[src/rtl/dd_incoming_ctrl.sv]
// dd_incoming_ctrl: 3-stage read/capture/writeback sequencer for per-flow ACK contexts
// with same-flow forwarding so every event sees the context in arrival order.
module dd_incoming_ctrl #(
  parameter int FLOW_ID_W = 10,
  parameter int SEQ_W     = 32,
  parameter int WIN_SIZE  = 128,
  parameter int IND_W     = 8,
  parameter int WSZ_W     = 8,
  parameter int PKT_W     = 4,
  parameter int TX_W      = 4,
  localparam int CTX_W    = WIN_SIZE + IND_W + SEQ_W + WSZ_W
) (
  input  logic                 clk,
  input  logic                 rst,
  input  logic                 in_val,
  output logic                 in_rdy,
  input  logic [FLOW_ID_W-1:0] in_flow_id,
  input  logic [PKT_W-1:0]     in_pkt_type,
  input  logic [SEQ_W-1:0]     in_cack,
  input  logic [SEQ_W-1:0]     in_sack,
  input  logic [TX_W-1:0]      in_sack_tx_id,
  input  logic                 cfg_val,
  output logic                 cfg_rdy,
  input  logic [FLOW_ID_W-1:0] cfg_flow_id,
  input  logic [SEQ_W-1:0]     cfg_wnd_start,
  input  logic [WSZ_W-1:0]     cfg_wnd_size,
  output logic                 ctx_rd_en,
  output logic [FLOW_ID_W-1:0] ctx_rd_addr,
  input  logic [CTX_W-1:0]     ctx_rd_data,
  output logic                 ctx_wr_en,
  output logic [FLOW_ID_W-1:0] ctx_wr_addr,
  output logic [CTX_W-1:0]     ctx_wr_data,
  output logic [PKT_W-1:0]     dp_pkt_type,
  output logic [SEQ_W-1:0]     dp_cack,
  output logic [SEQ_W-1:0]     dp_sack,
  output logic [TX_W-1:0]      dp_sack_tx_id,
  output logic [CTX_W-1:0]     dp_ctx,
  input  logic                 dp_valid_sack,
  input  logic [IND_W-1:0]     dp_new_c_acks_cnt,
  input  logic [WIN_SIZE-1:0]  dp_acked_wnd,
  input  logic [IND_W-1:0]     dp_wnd_start_ind,
  input  logic [SEQ_W-1:0]     dp_wnd_start,
  output logic                 out_val,
  input  logic                 out_rdy,
  output logic [FLOW_ID_W-1:0] out_flow_id,
  output logic                 out_valid_sack,
  output logic [IND_W-1:0]     out_new_c_acks_cnt,
  output logic [31:0]          stat_evt_cnt,
  output logic [31:0]          stat_sack_cnt
);
  // cfg ops reuse cack for the initial window start and wsz for the window size
  typedef struct packed {
    logic                 is_cfg;
    logic [FLOW_ID_W-1:0] flow;
    logic [PKT_W-1:0]     pkt;
    logic [SEQ_W-1:0]     cack;
    logic [SEQ_W-1:0]     sack;
    logic [TX_W-1:0]      tx;
    logic [WSZ_W-1:0]     wsz;
  } op_t;

  logic s1_val_q, s1_val_d, s1_first_q, s1_first_d, s2_val_q, s2_val_d, wr1_val_q, wr1_val_d;
  op_t s1_op_q, s1_op_d, s2_op_q, s2_op_d, acc_op;
  logic [CTX_W-1:0] s1_hold_q, s1_hold_d, s2_ctx_q, s2_ctx_d, wr1_data_q, wr1_data_d, s1_raw, s1_ctx;
  logic [FLOW_ID_W-1:0] wr1_addr_q, wr1_addr_d;
  logic [31:0] stat_evt_cnt_q, stat_evt_cnt_d, stat_sack_cnt_q, stat_sack_cnt_d;
  logic s1_adv, s1_free, acc_cfg, acc_evt, s2_cfg, retire;

  always_comb begin
    s2_cfg = s2_val_q & s2_op_q.is_cfg;
    s1_adv = ~s2_val_q | s2_op_q.is_cfg | out_rdy;
    s1_free = ~s1_val_q | s1_adv;
    cfg_rdy = s1_free & ~rst;
    in_rdy = cfg_rdy & ~cfg_val;
    acc_cfg = cfg_val & cfg_rdy;
    acc_evt = in_val & in_rdy;
    ctx_rd_en = acc_evt;
    ctx_rd_addr = acc_evt ? in_flow_id : '0;
    out_val = s2_val_q & ~s2_op_q.is_cfg;
    retire = out_val & out_rdy;
    ctx_wr_en = retire | s2_cfg;
    ctx_wr_addr = ctx_wr_en ? s2_op_q.flow : '0;
  end

  // A write issued last cycle raced the RAM read (old data returned), a write this
  // cycle has not reached the RAM yet; both must override what S1 holds.
  always_comb begin
    ctx_wr_data = s2_cfg ? {{(WIN_SIZE + IND_W){1'b0}}, s2_op_q.cack, s2_op_q.wsz}
                : retire ? {dp_acked_wnd, dp_wnd_start_ind, dp_wnd_start, s2_ctx_q[WSZ_W-1:0]}
                : '0;
    s1_raw = !s1_first_q ? s1_hold_q
           : (wr1_val_q && wr1_addr_q == s1_op_q.flow) ? wr1_data_q : ctx_rd_data;
    s1_ctx = (ctx_wr_en && ctx_wr_addr == s1_op_q.flow) ? ctx_wr_data : s1_raw;
    out_valid_sack = out_val & dp_valid_sack;
    out_new_c_acks_cnt = out_val ? dp_new_c_acks_cnt : '0;
  end

  assign dp_pkt_type   = s2_op_q.pkt;
  assign dp_cack       = s2_op_q.cack;
  assign dp_sack       = s2_op_q.sack;
  assign dp_sack_tx_id = s2_op_q.tx;
  assign dp_ctx        = s2_ctx_q;
  assign out_flow_id   = s2_op_q.flow;
  assign stat_evt_cnt  = stat_evt_cnt_q;
  assign stat_sack_cnt = stat_sack_cnt_q;

  always_comb begin
    acc_op = '0;
    acc_op.is_cfg = acc_cfg;
    acc_op.flow = acc_cfg ? cfg_flow_id : in_flow_id;
    acc_op.pkt = in_pkt_type;
    acc_op.cack = acc_cfg ? cfg_wnd_start : in_cack;
    acc_op.sack = in_sack;
    acc_op.tx = in_sack_tx_id;
    acc_op.wsz = cfg_wnd_size;
    s1_val_d = s1_free ? (acc_cfg | acc_evt) : s1_val_q;
    s1_first_d = s1_free & (acc_cfg | acc_evt);
    s1_op_d = s1_free ? acc_op : s1_op_q;
    s1_hold_d = s1_val_q ? s1_ctx : s1_hold_q;
    s2_val_d = s1_adv ? s1_val_q : s2_val_q;
    s2_op_d = s1_adv ? s1_op_q : s2_op_q;
    s2_ctx_d = s1_adv ? s1_ctx : s2_ctx_q;
    wr1_val_d = ctx_wr_en;
    wr1_addr_d = ctx_wr_addr;
    wr1_data_d = ctx_wr_data;
    stat_evt_cnt_d = stat_evt_cnt_q + 32'(retire);
    stat_sack_cnt_d = stat_sack_cnt_q + 32'(retire & dp_valid_sack);
  end

  always_ff @(posedge clk or posedge rst) begin
    if (rst) begin
      s1_val_q <= 1'b0;
      s1_first_q <= 1'b0;
      s1_op_q <= '0;
      s1_hold_q <= '0;
      s2_val_q <= 1'b0;
      s2_op_q <= '0;
      s2_ctx_q <= '0;
      wr1_val_q <= 1'b0;
      wr1_addr_q <= '0;
      wr1_data_q <= '0;
      stat_evt_cnt_q <= '0;
      stat_sack_cnt_q <= '0;
    end else begin
      s1_val_q <= s1_val_d;
      s1_first_q <= s1_first_d;
      s1_op_q <= s1_op_d;
      s1_hold_q <= s1_hold_d;
      s2_val_q <= s2_val_d;
      s2_op_q <= s2_op_d;
      s2_ctx_q <= s2_ctx_d;
      wr1_val_q <= wr1_val_d;
      wr1_addr_q <= wr1_addr_d;
      wr1_data_q <= wr1_data_d;
      stat_evt_cnt_q <= stat_evt_cnt_d;
      stat_sack_cnt_q <= stat_sack_cnt_d;
    end
  end
endmodule
[config.mk]
export PLATFORM = sky130hd
export DESIGN_NAME = dd_incoming_ctrl
export DESIGN_NICKNAME = d
export VERILOG_FILES = /design/src/rtl/dd_incoming_ctrl.sv
export SDC_FILE = /design/constraint.sdc
export NUM_CORES = 2
export LEC_CHECK = 0
export CAP_MARGIN = 20
export CORE_AREA = 3 3 396 398
export CTS_BUF_LIST = sky130_fd_sc_hd__clkbuf_8
export DETAILED_ROUTE_END_ITERATION = 10
export DIE_AREA = 0 0 399 401
export GPL_ROUTABILITY_DRIVEN = 0
export GPL_TIMING_DRIVEN = 0
export PLACE_DENSITY = 0.53
export SYNTH_ARGS = -nofsm -noshare
export SYNTH_HDL_FRONTEND = slang
export SYNTH_SLANG_ARGS = --single-unit
[constraint.sdc]
create_clock -name clk -period 31.3 [get_ports clk]
set_input_delay 3.13 -clock clk [delete_from_list [all_inputs] [get_ports clk]]
set_output_delay 3.13 -clock clk [all_outputs]
set_load 0.02 [all_outputs]
==> key figures <==
Logic synthesis
  • Post-synth EDFFs: 0
  • Yosys reg bits: 788
  • Syn Std Cell Area: roughly 0.035 mm2
  • Number of distinct library cells after synthesis: 44
  • Sequential area share after synthesis: between 50% and 60%
  • Post-synth top area share: ~57%
  • Ys flop type: dfrtp_1
  • Synth async-reset ratio: 100%
  • Synthesized Nets: 3966
  • Largest cells by area after synthesis: dfrtp_1 57%, nand2_1 6.7%, a31oi_1 6.3%, nor2_1 5.9%, mux2i_1 5.3%
  • Syn Area/Cell: ~10 um2
  • Synth area leader: dfrtp_1
  • Synth Instances: 3472
  • Synth warn: 0

Drt
  • Drt pass-1 iters: 5
  • Drt initial violations: ~2700
  • DRC viols: 0
  • Vias/cell: between 4 and 5
  • WL final: 180 mm
  • WL/cell: around 26 um
  • Vias: about 32000
  • Routed Antenna Nets: 0

Global route
  • First-pass GRT wire length: between 200 and 250 mm
  • Total gr overflow: 0
  • Initial antenna violation count: 46
  • Vias in the first global route: approximately 32000
  • Total GRT Usage: between 20% and 30%
  • Pin count of the biggest net entering global routing: roughly 120

Power
  • Leak: between 20 and 25 nW
  • Power Density: 66.4 mW/mm2
  • Total power draw: roughly 3.4 mW
  • Maximum vdd drop: ~0.034 mV

STA
  • Final Max Slew Viols: 0
  • Hold Violations, Final: 0
  • RSZ-0062 raised after global routing: no
  • Setup Skew: 59.7 ps
  • Tcrit/Tclk final: 31.8%
  • Peak Freq: between 0.1 and 0.15 GHz
  • Worst slew margin: around 25%
  • Fin crit period: about 10000 ps
  • Final number of setup-violating endpoints: 0
  • Least-Margin Pin Slew: 1130 ps
  • Min Hold Slack: 451 ps

Layout
  • Utilization after layout: between 30 and 40%
  • Most common cell after layout, fill and taps aside: clkdlybuf4s50_1
  • Fillers: around 16000
  • Final net count: approximately 5200
  • Ratio of cells with drive above 1 in the final layout: under 10%
  • Area growth syn-to-layout: 46.7%
  • Most frequent cells in the layout: 1021 x clkdlybuf4s50_1, 788 x dfrtp_1, 618 x nand2_1, 542 x nor2_1, 350 x a31oi_1

Critical path
  • CP Data Required Time: roughly 28000 ps
  • Worst Path Arrival: slightly below 7000 ps
  • Crit-path max FO: 10
  • Startpoint types: primary input
  • Kind of critical path: primary input to output port
  • Crit end category: output port

Clock tree
  • Hold_buf cts: 0
  • Cts repair resizes: 0
  • Clk Latency, worst-skew pair: roughly 870 ps
  • CTS tree: built
  • H-tree levels: 4
  • CTS Sinks: ~800
  • Max Root-Sink Buffers: 3
  • Root Driver: clkbuf_8
  • Post-CTS setup buffers: 0
  • Inserted Clock Buffers: between 100 and 150
  • Clock-pin slew on the worst setup and hold paths: approximately 60 ps

Floorplanning
  • Cell Rows: around 140
  • Die Height: roughly 400 um
  • Die Wd: 399 um
  • Initial Utilization: between 20% and 30%
  • Core area: 0.154 mm2
  • Die area: 0.160 mm2
  • I/O pins: ~1000

Hold path
  • Type of the most critical hold path: flop to flop

Outcome
  • Outcome: completed

Placement
  • Input/output buffers: roughly 1000
  • Detail Placement HPWL: 140 mm

Job
  • Max_cap viols: 0
==> routing by layer <==
layer	up-vias	global-route usage [%]	share of wire [%]
li1	14427	-	-
met1	16182	27.6	41
met2	1262	34.9	47
met3	255	7.18	8.7
met4	30	6.82	2.8
met5	-	0	0.12
==> flip-flops by register name, summed over array words and instances (netlist names), 4 cells and up <==
register,count
dp_ctx,176
s1_hold_q,176
wr1_data_q,176
s1_op_q,91
dp_cack,32
dp_sack,32
stat_evt_cnt,32
stat_sack_cnt,32
out_flow_id,10
wr1_addr_q,10
s2_op_q,9
dp_pkt_type,4
dp_sack_tx_id,4
==> worst paths after layout <==
path | from | depth (start not counted) | slack [ps] | endpoint
hold reg to reg | s1_op_q[49]$_DFFE_PP0N_ | 2 | 450 | dp_cack[5]$_DFFE_PP0P_
setup / recovery | out_rdy | 6 | 21350 | ctx_wr_data[10]
setup reg to reg | s2_op_q[90]$_DFFE_PP0P_ | 10 | 26930 | stat_evt_cnt[22]$_DFF_PP0_
hold / removal | s1_op_q[49]$_DFFE_PP0N_ | 2 | 450 | dp_cack[5]$_DFFE_PP0P_
max in group asynchronous | rst | 5 | 26380 | s1_hold_q[79]$_DFFE_PP0P_
min in group asynchronous | rst | 2 | 2990 | dp_sack[28]$_DFFE_PP0P_
==> through the flow <==
step	cells	setup WS (ps)	setup TNS [ps]	instance area, um2
after global placement	6537	-5450	-4176580	47500
after global routing	6820	21330	0	50900
after CTS	6806	21360	0	50900
after detailed placement	6556	21350	0	47900
final	6836	21350	0	51000
after floorplan	3472	6030	0	34700
==> cell usage after synthesis (2+ instances only) <==
master	instances
nand4_1	17
nor2_1	542
a31oi_1	350
or3_1	2
mux2i_1	183
xnor2_1	57
a22oi_1	3
buf_6	2
inv_1	6
xor2_1	22
nor4_2	2
and4_1	5
nor4_1	2
a211o_1	175
a21o_1	35
and3_1	156
nand3_1	27
ha_1	4
a22o_1	73
clkbuf_1	199
nor2b_1	2
buf_2	29
and2_1	23
nand2_1	618
dfrtp_1	788
buf_1	16
nor3_1	6
nand2b_1	2
buf_4	101
o21ai_0	11
==> where the power goes <==
part / switching (mW) / total [mW] / internal (mW)
Clock: 0.472 / 1.04 / 0.567
Combinational: 0.571 / 1.00 / 0.429
Sequential: 0.137 / 1.35 / 1.21
==> cell families after synthesis <==
logic type	Yosys count	share of synthesized area [%]
flops	788	56.7
xor+xnor	79	1.99
buf+inv	353	5.05
simple gates	1411	17.1
fa+ha+maj	4	0.144
mux	184	5.30
compound gates	653	13.7
==> cell type report <==
cell class | count | area [um2] | area share (%)
tap | 2044 | 2560 | 5.02
timing repair buffer | 1041 | 10600 | 20.8
inverter | 6 | 30.0 | 0.0589
clock buffer | 179 | 2460 | 4.83
sequential | 788 | 19700 | 38.7
clock inverter | 71 | 518 | 1.02
antenna | 29 | 72.6 | 0.142
buffer | 347 | 1740 | 3.41
multi-input combinational | 2331 | 13300 | 26.0
==> critical path: stages <==
cell	delay [ps]
clkdlybuf4s50_1	770
and2_1	190
clkbuf_1	520
buf_1	890
a22o_1	560
clkdlybuf4s50_1	730
(Power assumes the default switching activity.)
